### src/rtl/qpi_slave_phy.sv
// qpi_slave_phy: byte-level QPI slave front-end.
// Brings csb/clk/io from the host into the `clock` domain, turns host
// nibbles into a byte stream for the command decoder, and shifts response
// bytes back out during read phases.
module qpi_slave_phy #(
  parameter int         SYNC_STAGES = 2,
  parameter logic [7:0] IDLE_BYTE   = 8'hFF
) (
  input  logic       clock,
  input  logic       reset,
  input  logic       qpi_csb,
  input  logic       qpi_clk,
  input  logic [3:0] qpi_io_di,
  output logic [3:0] qpi_io_do,
  output logic       qpi_io_oe,
  output logic       xfer_start,
  output logic       xfer_stop,
  output logic       rx_valid,
  output logic [7:0] rx_data,
  output logic       rx_first,
  input  logic       tx_en,
  input  logic       tx_valid,
  input  logic [7:0] tx_data,
  output logic       tx_ready,
  output logic       tx_underrun
);

  localparam logic [0:0] ST_IDLE   = 1'b0;
  localparam logic [0:0] ST_ACTIVE = 1'b1;
  localparam logic [0:0] MODE_RX   = 1'b0;
  localparam logic [0:0] MODE_TX   = 1'b1;

  logic [SYNC_STAGES-1:0] csb_sync;
  logic [SYNC_STAGES-1:0] clk_sync;
  logic [3:0]             io_sync [SYNC_STAGES];
  logic                   csb_s, csb_d;
  logic                   clk_s, clk_d;
  logic [3:0]             io_s, io_d;

  logic [0:0] state;
  logic [0:0] mode;
  logic       hi_valid;
  logic       first;
  logic       armed;
  logic [3:0] hi;
  logic [3:0] tx_lo;

  logic       clk_rise, clk_fall, csb_fall;
  logic       in_xfer;
  logic       rx_hi, rx_done, tx_load, tx_lo_out, tx_leave;
  logic [7:0] tx_byte;

  // Input synchronisers plus the one-cycle "_d" delay used for edge detection.
  // Data paths carry no reset; their contents are only used once csb is seen.
  always_ff @(posedge clock) begin
    csb_sync   <= {csb_sync[SYNC_STAGES-2:0], qpi_csb};
    clk_sync   <= {clk_sync[SYNC_STAGES-2:0], qpi_clk};
    io_sync[0] <= qpi_io_di;
    for (int i = 1; i < SYNC_STAGES; i++) io_sync[i] <= io_sync[i-1];
    csb_d <= csb_s;
    clk_d <= clk_s;
    io_d  <= io_s;
  end

  assign csb_s = csb_sync[SYNC_STAGES-1];
  assign clk_s = clk_sync[SYNC_STAGES-1];
  assign io_s  = io_sync[SYNC_STAGES-1];

  // io_d is aligned with clk_d, so at an edge it holds the nibble the host
  // launched before that edge. A csb rise overrides any clk edge in the same
  // cycle because in_xfer already drops when csb_s is high.
  assign clk_rise  = clk_s & ~clk_d;
  assign clk_fall  = ~clk_s & clk_d;
  assign csb_fall  = csb_d & ~csb_s;
  assign in_xfer   = (state == ST_ACTIVE) && !csb_s;
  assign tx_load   = in_xfer && clk_fall && tx_en;
  assign tx_leave  = in_xfer && clk_fall && !tx_en && (mode == MODE_TX);
  assign tx_lo_out = in_xfer && clk_rise && (mode == MODE_TX);
  assign rx_hi     = in_xfer && clk_rise && (mode == MODE_RX);
  assign rx_done   = in_xfer && clk_fall && !tx_en && (mode == MODE_RX) && hi_valid;
  assign tx_byte   = tx_valid ? tx_data : IDLE_BYTE;

  // Nibble holding registers (data only, no reset).
  always_ff @(posedge clock) begin
    if (rx_hi)   hi    <= io_d;
    if (tx_load) tx_lo <= tx_byte[3:0];
  end

  // Transfer state machine, RX/TX mode control and registered pad/pulse outputs.
  always_ff @(posedge clock) begin
    if (reset) begin
      state       <= ST_IDLE;
      mode        <= MODE_RX;
      hi_valid    <= 1'b0;
      first       <= 1'b0;
      armed       <= 1'b0;
      qpi_io_oe   <= 1'b0;
      qpi_io_do   <= 4'h0;
      xfer_start  <= 1'b0;
      xfer_stop   <= 1'b0;
      rx_valid    <= 1'b0;
      rx_data     <= 8'h00;
      rx_first    <= 1'b0;
      tx_ready    <= 1'b0;
      tx_underrun <= 1'b0;
    end else begin
      xfer_start  <= 1'b0;
      xfer_stop   <= 1'b0;
      rx_valid    <= 1'b0;
      tx_ready    <= 1'b0;
      tx_underrun <= 1'b0;
      // A transfer already running when reset released is ignored until
      // csb has been observed high.
      if (csb_s) armed <= 1'b1;

      if (state == ST_IDLE) begin
        if (armed && csb_fall) begin
          state      <= ST_ACTIVE;
          xfer_start <= 1'b1;
          mode       <= MODE_RX;
          hi_valid   <= 1'b0;
          first      <= 1'b1;
        end
      end else if (csb_s) begin
        // End of transfer, possibly mid-byte: partial nibble is dropped.
        state     <= ST_IDLE;
        xfer_stop <= 1'b1;
        qpi_io_oe <= 1'b0;
        mode      <= MODE_RX;
        hi_valid  <= 1'b0;
      end else begin
        if (rx_hi) hi_valid <= 1'b1;
        if (rx_done) begin
          rx_valid <= 1'b1;
          rx_data  <= {hi, io_d};
          rx_first <= first;
          first    <= 1'b0;
          hi_valid <= 1'b0;
        end
        if (tx_load) begin
          mode        <= MODE_TX;
          hi_valid    <= 1'b0;
          qpi_io_oe   <= 1'b1;
          qpi_io_do   <= tx_byte[7:4];
          tx_ready    <= tx_valid;
          tx_underrun <= !tx_valid;
        end
        if (tx_lo_out) qpi_io_do <= tx_lo;
        if (tx_leave) begin
          mode      <= MODE_RX;
          qpi_io_oe <= 1'b0;
        end
      end
    end
  end

endmodule

### config.mk
export PLATFORM = sky130hd
export DESIGN_NAME = qpi_slave_phy
export DESIGN_NICKNAME = d
export VERILOG_FILES = /design/src/rtl/qpi_slave_phy.sv
export SDC_FILE = /design/constraint.sdc
export NUM_CORES = 1
export LEC_CHECK = 0
export ABC_AREA = 1
export BUFFER_PORTS_ARGS = -buffer_cell sky130_fd_sc_hd__buf_2
export CAP_MARGIN = 25
export CORE_ASPECT_RATIO = 0.9
export CORE_MARGIN = 1.5
export CORE_UTILIZATION = 50
export CTS_BUF_LIST = sky130_fd_sc_hd__clkbuf_8 sky130_fd_sc_hd__clkbuf_16
export DETAILED_ROUTE_END_ITERATION = 10
export PLACE_DENSITY_LB_ADDON = 0.1
export SLEW_MARGIN = 20
export SYNTH_ARGS = -nofsm -noshare
export SYNTH_HDL_FRONTEND = slang
export SYNTH_SLANG_ARGS = --single-unit
### constraint.sdc
create_clock -name clock -period 2 [get_ports clock]
set_clock_uncertainty 0.15 [all_clocks]
set_input_delay 0.3 -clock clock [delete_from_list [all_inputs] [get_ports clock]]
set_output_delay 0.3 -clock clock [all_outputs]
set_load 0.03 [all_outputs]
# [After elaboration in Yosys (flattened, before gate mapping)]
# Memory sizes are Yosys's and may differ from the RTL's. A register that Yosys moved wholly into a read port is not among the register bits.
# Cells that the tools add are included.
[classes] n_reduce_logical=27 n_mux=22 eq_ne=4 n_bitwise=9
[ops] operator="1-bit two-way mux" n=19
[ops] operator="1-bit logical AND" n=11
[ops] operator="3-bit AND reduction" n=3
[ops] operator="4-bit two-way mux" n=2
[ops] operator="8-bit two-way mux" n=1
[ops] operator="1-bit NOT" n=6
[ops] operator="2-bit AND reduction" n=3
[ops] operator="5-bit by 2-bit inequality test with 1-bit output (second input constant)" n=1
[ops] operator="4-bit by 2-bit inequality test with 1-bit output (second input constant)" n=1
[ops] operator="2-bit nonzero test" n=2
[ops] operator="2-bit OR reduction" n=2
[ops] operator="4-bit OR reduction" n=1
[ops] operator="1-bit AND" n=3
[ops] operator="1-bit logical NOT" n=3
[ops] operator="3-bit nonzero test" n=1
[ops] operator="3-bit OR reduction" n=1
[ops] operator="2-bit by 1-bit inequality test with 1-bit output (second input constant)" n=1
[ops] operator="2-bit inequality test (second input constant)" n=1
[totals] in_bits=18 regBits=38 out_inout_bits=19 ram_bits=8 mem_count=1 wordCells=83
[mem_list] memory="io_sync" depth=2 width=4 read_ports=2 rd_ports_with_merged_regs=1 wr=2 line_no="35" source="logic [3:0] io_sync [SYNC_STAGES];"

# [Logic depth before layout (Yosys ltp)]
[logic_depth] depth_word=10 depth_mapped=8 ltp_nobuf=8

# [Worst setup path before layout]
# OpenSTA, ideal clock, no wires.
[synth_timing] path_kind="reg2reg" start="register csb_sync[1]" end="register tx_lo[0], enable pin" path_stages_with_launch=7 n_path_buf=1 slack_ps=557 required_time_ps=1546 t_arrival_ps=989 synth_period_minus_slack_ps=1443 setup_ps=304 cell_sequence="dfxtp_1 inv_1 nand2_2 nor2_4 nand2_2 buf_6 inv_1"
[synth_between] elab_chain_cells=4
[synth_lines] element="start, declared" line_no="33" source="logic [SYNC_STAGES-1:0] csb_sync;"
[synth_lines] element="start signal, assigned" line_no="56" source="csb_sync <= {csb_sync[SYNC_STAGES-2:0], qpi_csb};"
[synth_lines] element="1-bit logical NOT" line_no="75" source="assign in_xfer = (state == ST_ACTIVE) && !csb_s;"
[synth_lines] element="1-bit logical AND" line_no="75"
[synth_lines] element="1-bit logical AND (2 in a row)" line_no="76" source="assign tx_load = in_xfer && clk_fall && tx_en;"
[synth_lines] element="net tx_load" line_no="50" source="logic rx_hi, rx_done, tx_load, tx_lo_out, tx_leave;"
[synth_lines] element="end signal, assigned" line_no="86" source="if (tx_load) tx_lo <= tx_byte[3:0];"
[synth_lines] element="end, declared" line_no="46" source="logic [3:0] tx_lo;"
# The timed path passes the listed nets, and every way through them passes these cells.
# A chain may end at the register's enable or synchronous reset.

# [Worst setup path in the final report]
# Same ends and word-level chain as after synthesis.

==> results summary <==
After layout, the worst path uses 79.0% of the clock period. Setup violations remaining at the end of the flow were counted as 0. The die is 62.4 um wide. The number of port buffers is 36. The clock latency of the later-clocked register in the worst-skew pair came out at 0.29 ns. Summing all flip-flop and latch instances after layout gives 1080 sq um. The final-report max-slew violation count is 0. The total internal power is 1.40 mW. The slowest stage of the critical path is the dfxtp_1 cell. The arrival time reported for the critical path endpoint is 1.43 ns.

The number of cells on the worst reg-to-reg path is 5. The number of max-capacitance violations reported came out at 0. The floorplan has 19 rows. The post-placement worst setup slack came out at 0.418 ns. The worst setup path is captured at a flop. Setup repair after global routing left no endpoint under its margin. The total of cells resized after clock tree synthesis came out at 0. In this run, the combinational gates consume 3.5% of the power. The path category of the worst min-delay check is in -> reg. The number of buffers between clock root and the deepest sink is 2. The area of the multi-input gates came out at 434 sq um. The vertical extent of the die is 56.4 um. The worst vdd rail ir drop is 0.000780 V.

dfxtp_1 takes more of the synthesized area than any other cell. The detailed-route vias per instance is 4.59. At the end of routability-driven placement, the weighted congestion stood at 0.806. The worst-case headroom to the max-slew limit came out at 74.0%.

The number of warnings reported in the yosys synthesis log came out at 0. The count of antenna diodes in the layout is 0. The critical-path maximum fanout came out at 12. The root buffer cell chosen for the clock tree is clkbuf_8. The wire length reported by the detailed router is 2.37 mm. Global routing used 15.4% of the available tracks across all layers. The worst setup path is launched from a flop. By area the synthesized netlist is led by dfxtp_1 (53%), edfxtp_1 (15%), nor2_1 (6.4%), nor3_2 (5.7%), o21ai_0 (2.5%). The total count of hold-check failures in the final report came out at 0. The post-route netlist has 33.9% of its cells at a drive strength greater than 1. For this run, design rule violations remaining after detail routing come to 0. By startpoint and endpoint, the worst setup path is classified as reg -> reg. The core region is 3040 sq um. 37 I/O pins were placed. The largest net degree at the start of global routing is 17. The share of the yosys chip area belonging to registers is 68.2%.

The post-route worst hold slack is 0.0295 ns. Setup total negative slack on the finished layout was measured at 0 ns. The per-cell routed wire length is 10.2 um.

The net total in the final layout came out at 206. Clock-pin slew was measured on the worst setup and hold paths at 0.08 ns. The time the worst path needs with I/O delays and setup came out at 1.58 ns. The analysis attributes to cell leakage a power of 0.873 nW.

The area fraction of the dominant cell type after synthesis came out at 53.0%. In this run, the clock network consumes 36.3% of the power. In this run the remaining antenna-violating nets after routing total 0. The number of instances in the synthesized netlist came out at 143. Data on the critical path is required at its endpoint by 1.85 ns. Setup slack closes at 0.421 ns. The cell area after synthesis came out at 1590 sq um. The overall overflow remaining after global route came out at 0.

TritonCTS built the clock tree. For the pin with the worst max-slew slack, the measured transition is 0.390 ns. The synthesized area per cell is 11.1 sq um. The part of the total power dissipated in sequential elements came out at 60.3%. The die covers 3520 sq um.

The via count of the first global-routing pass is 1,006. The switching power share of the total came out at 20.1%. The initial DRC count came out at 47. Once the floorplan was initialized, standard cells occupied 52.1% of the core. The placement-stage cell area came out at 1790 sq um.

The growth of design area from synthesis to finish came out at 23.3%. The routed layout has 1,061 vias. The H-tree level count is 2. The critical path's top delay family is simple AND/OR/NAND/NOR gates. The number of unique standard cell types used by synthesis came out at 21.

The number of nets handed over by synthesis was 161. The flow ran to the end, and the final reports show no timing, DRC or antenna violations. The final instance area is 1950 sq um. The number of sinks driven by the clock tree came out at 50. The flip-flop and latch count after synthesis came out at 50. The wire-length estimate of the detail-placed layout is 1.66 mm. The number of antenna violations at the first check in global routing was 0. The cell count along the critical path is 5. The net switching power is 352 uW.

On the worst path, the slowest cell contributes a delay of 0.33 ns. The highest clock frequency the design can meet came out at 633 MHz. The depth of the worst hold-timing path is 2. The worst path buffer plus inverter count came out at 2. Counting the buffers created by CTS gives 5. For this run, the detailed router's first-pass iteration total came to 4.

In this run the power density over the cells is 894 nW/um^2. The signal on the critical path passes through inv_1 > nand2_2 > nor2_4 > nand2_2 > inv_1. The wire length of the first global-routing pass is 4.24 mm. The filler cell count came out at 290.
[cell type report]
type,count,area share [%]
Inverter,10,1.98
Timing Repair Buffer,42,12.3
Clock buffer,6,4.80
Sequential cell,50,55.3
Tap cell,42,2.69
Clock inverter,2,0.704
Multi-Input combinational cell,79,22.2
[what timing repair did]
action / CTS / global route
setup buffers: 0 / 0
endpoints found under the hold margin: 6 / 0
hold buffers: 6 / 0
[sequential cells by signal (all words and copies together), names as in the netlist, 2 cells and up]
signal,flops
io_sync,8
hi,4
tx_lo,4
rx_data,8
io_d,4
csb_sync,2
qpi_io_do,4
clk_sync,2
[worst register-to-register path, stage by stage, from the launching register on]
cell and delay (ns):
dfxtp_1 0.33, inv_1 0.14, nand2_2 0.12, nor2_4 0.17, nand2_2 0.20, inv_1 0.19
[power groups by stage]
stage	Sequential (mW)	Combinational (mW)	Clock [mW]
finish	1.05	0.0603	0.634
CTS	1.05	0.0604	0.657
floorplan	1.08	0.0267	0
global placement	1.08	0.0498	0
detailed placement	1.08	0.0514	0
global route	1.06	0.0670	0.698
[per-stage QoR]
step	instances	power, mW	util, %
final	231	1.75	64.2
after global routing	231	1.82	64.2
after detailed placement	217	1.13	58.7
after CTS	231	1.77	64.2
after floorplan	143	1.10	-
after global placement	217	1.13	58.7
[Yosys cell counts]
library cell	n
dfxtp_1	42
nor2_1	27
inv_1	9
nor3_2	9
edfxtp_1	8
o21ai_0	8
nand2_1	7
o21ai_1	6
a21oi_1	4
nor3_1	4
or2_2	4
nand2_2	3
nand3_1	3
buf_6	2
a31o_2	1
buf_2	1
clkbuf_1	1
clkinv_2	1
nand4_1	1
nand4_4	1
nor2_4	1
[worst paths after layout]
kind,from,to,slack (ns)
max,csb_sync[1],tx_lo[0],0.42
min,tx_valid,tx_underrun,0.03
max reg2reg,csb_sync[1],tx_lo[0],0.42
min reg2reg,io_sync[0][3],io_sync[1][3],0.18
[layer usage]
| metal | vias up | wire length, um | global-route usage, % |
|---|---|---|---|
| li1 | 554 | - | - |
| met1 | 476 | 1120 | 18.6 |
| met2 | 27 | 1090 | 25.5 |
| met3 | 4 | 135 | 4.81 |
| met4 | 0 | 24 | 6.67 |
| met5 | - | 0 | 0 |
[cell families (layout without fill, tap and decap cells)]
family                 count (synthesis)  after routing  synth area share [%]
AOI/OAI and AO/OA                     19             19                  6.24
DFF                                   50             50                  68.2
and+or+nand+nor                       60             60                  21.2
buffers and inverters                 14             60                  4.42
[cell usage in the layout, fill, tap and decap left out]
cell type,instances
dfxtp_1,42
buf_2,36
nor2_1,27
inv_1,9
nor3_2,9
o21ai_0,8
edfxtp_1,8
nand2_1,7
o21ai_1,6
dlygate4sd3_1,6
clkbuf_8,5
a21oi_1,4
nor3_1,4
or2_2,4
nand2_2,3
nand3_1,3
nor2_4,1
nand4_4,1
nand4_1,1
a31o_2,1
clkinv_2,1
clkinvlp_4,1
inv_4,1
clkbuf_16,1
(Power assumes the default switching activity.)
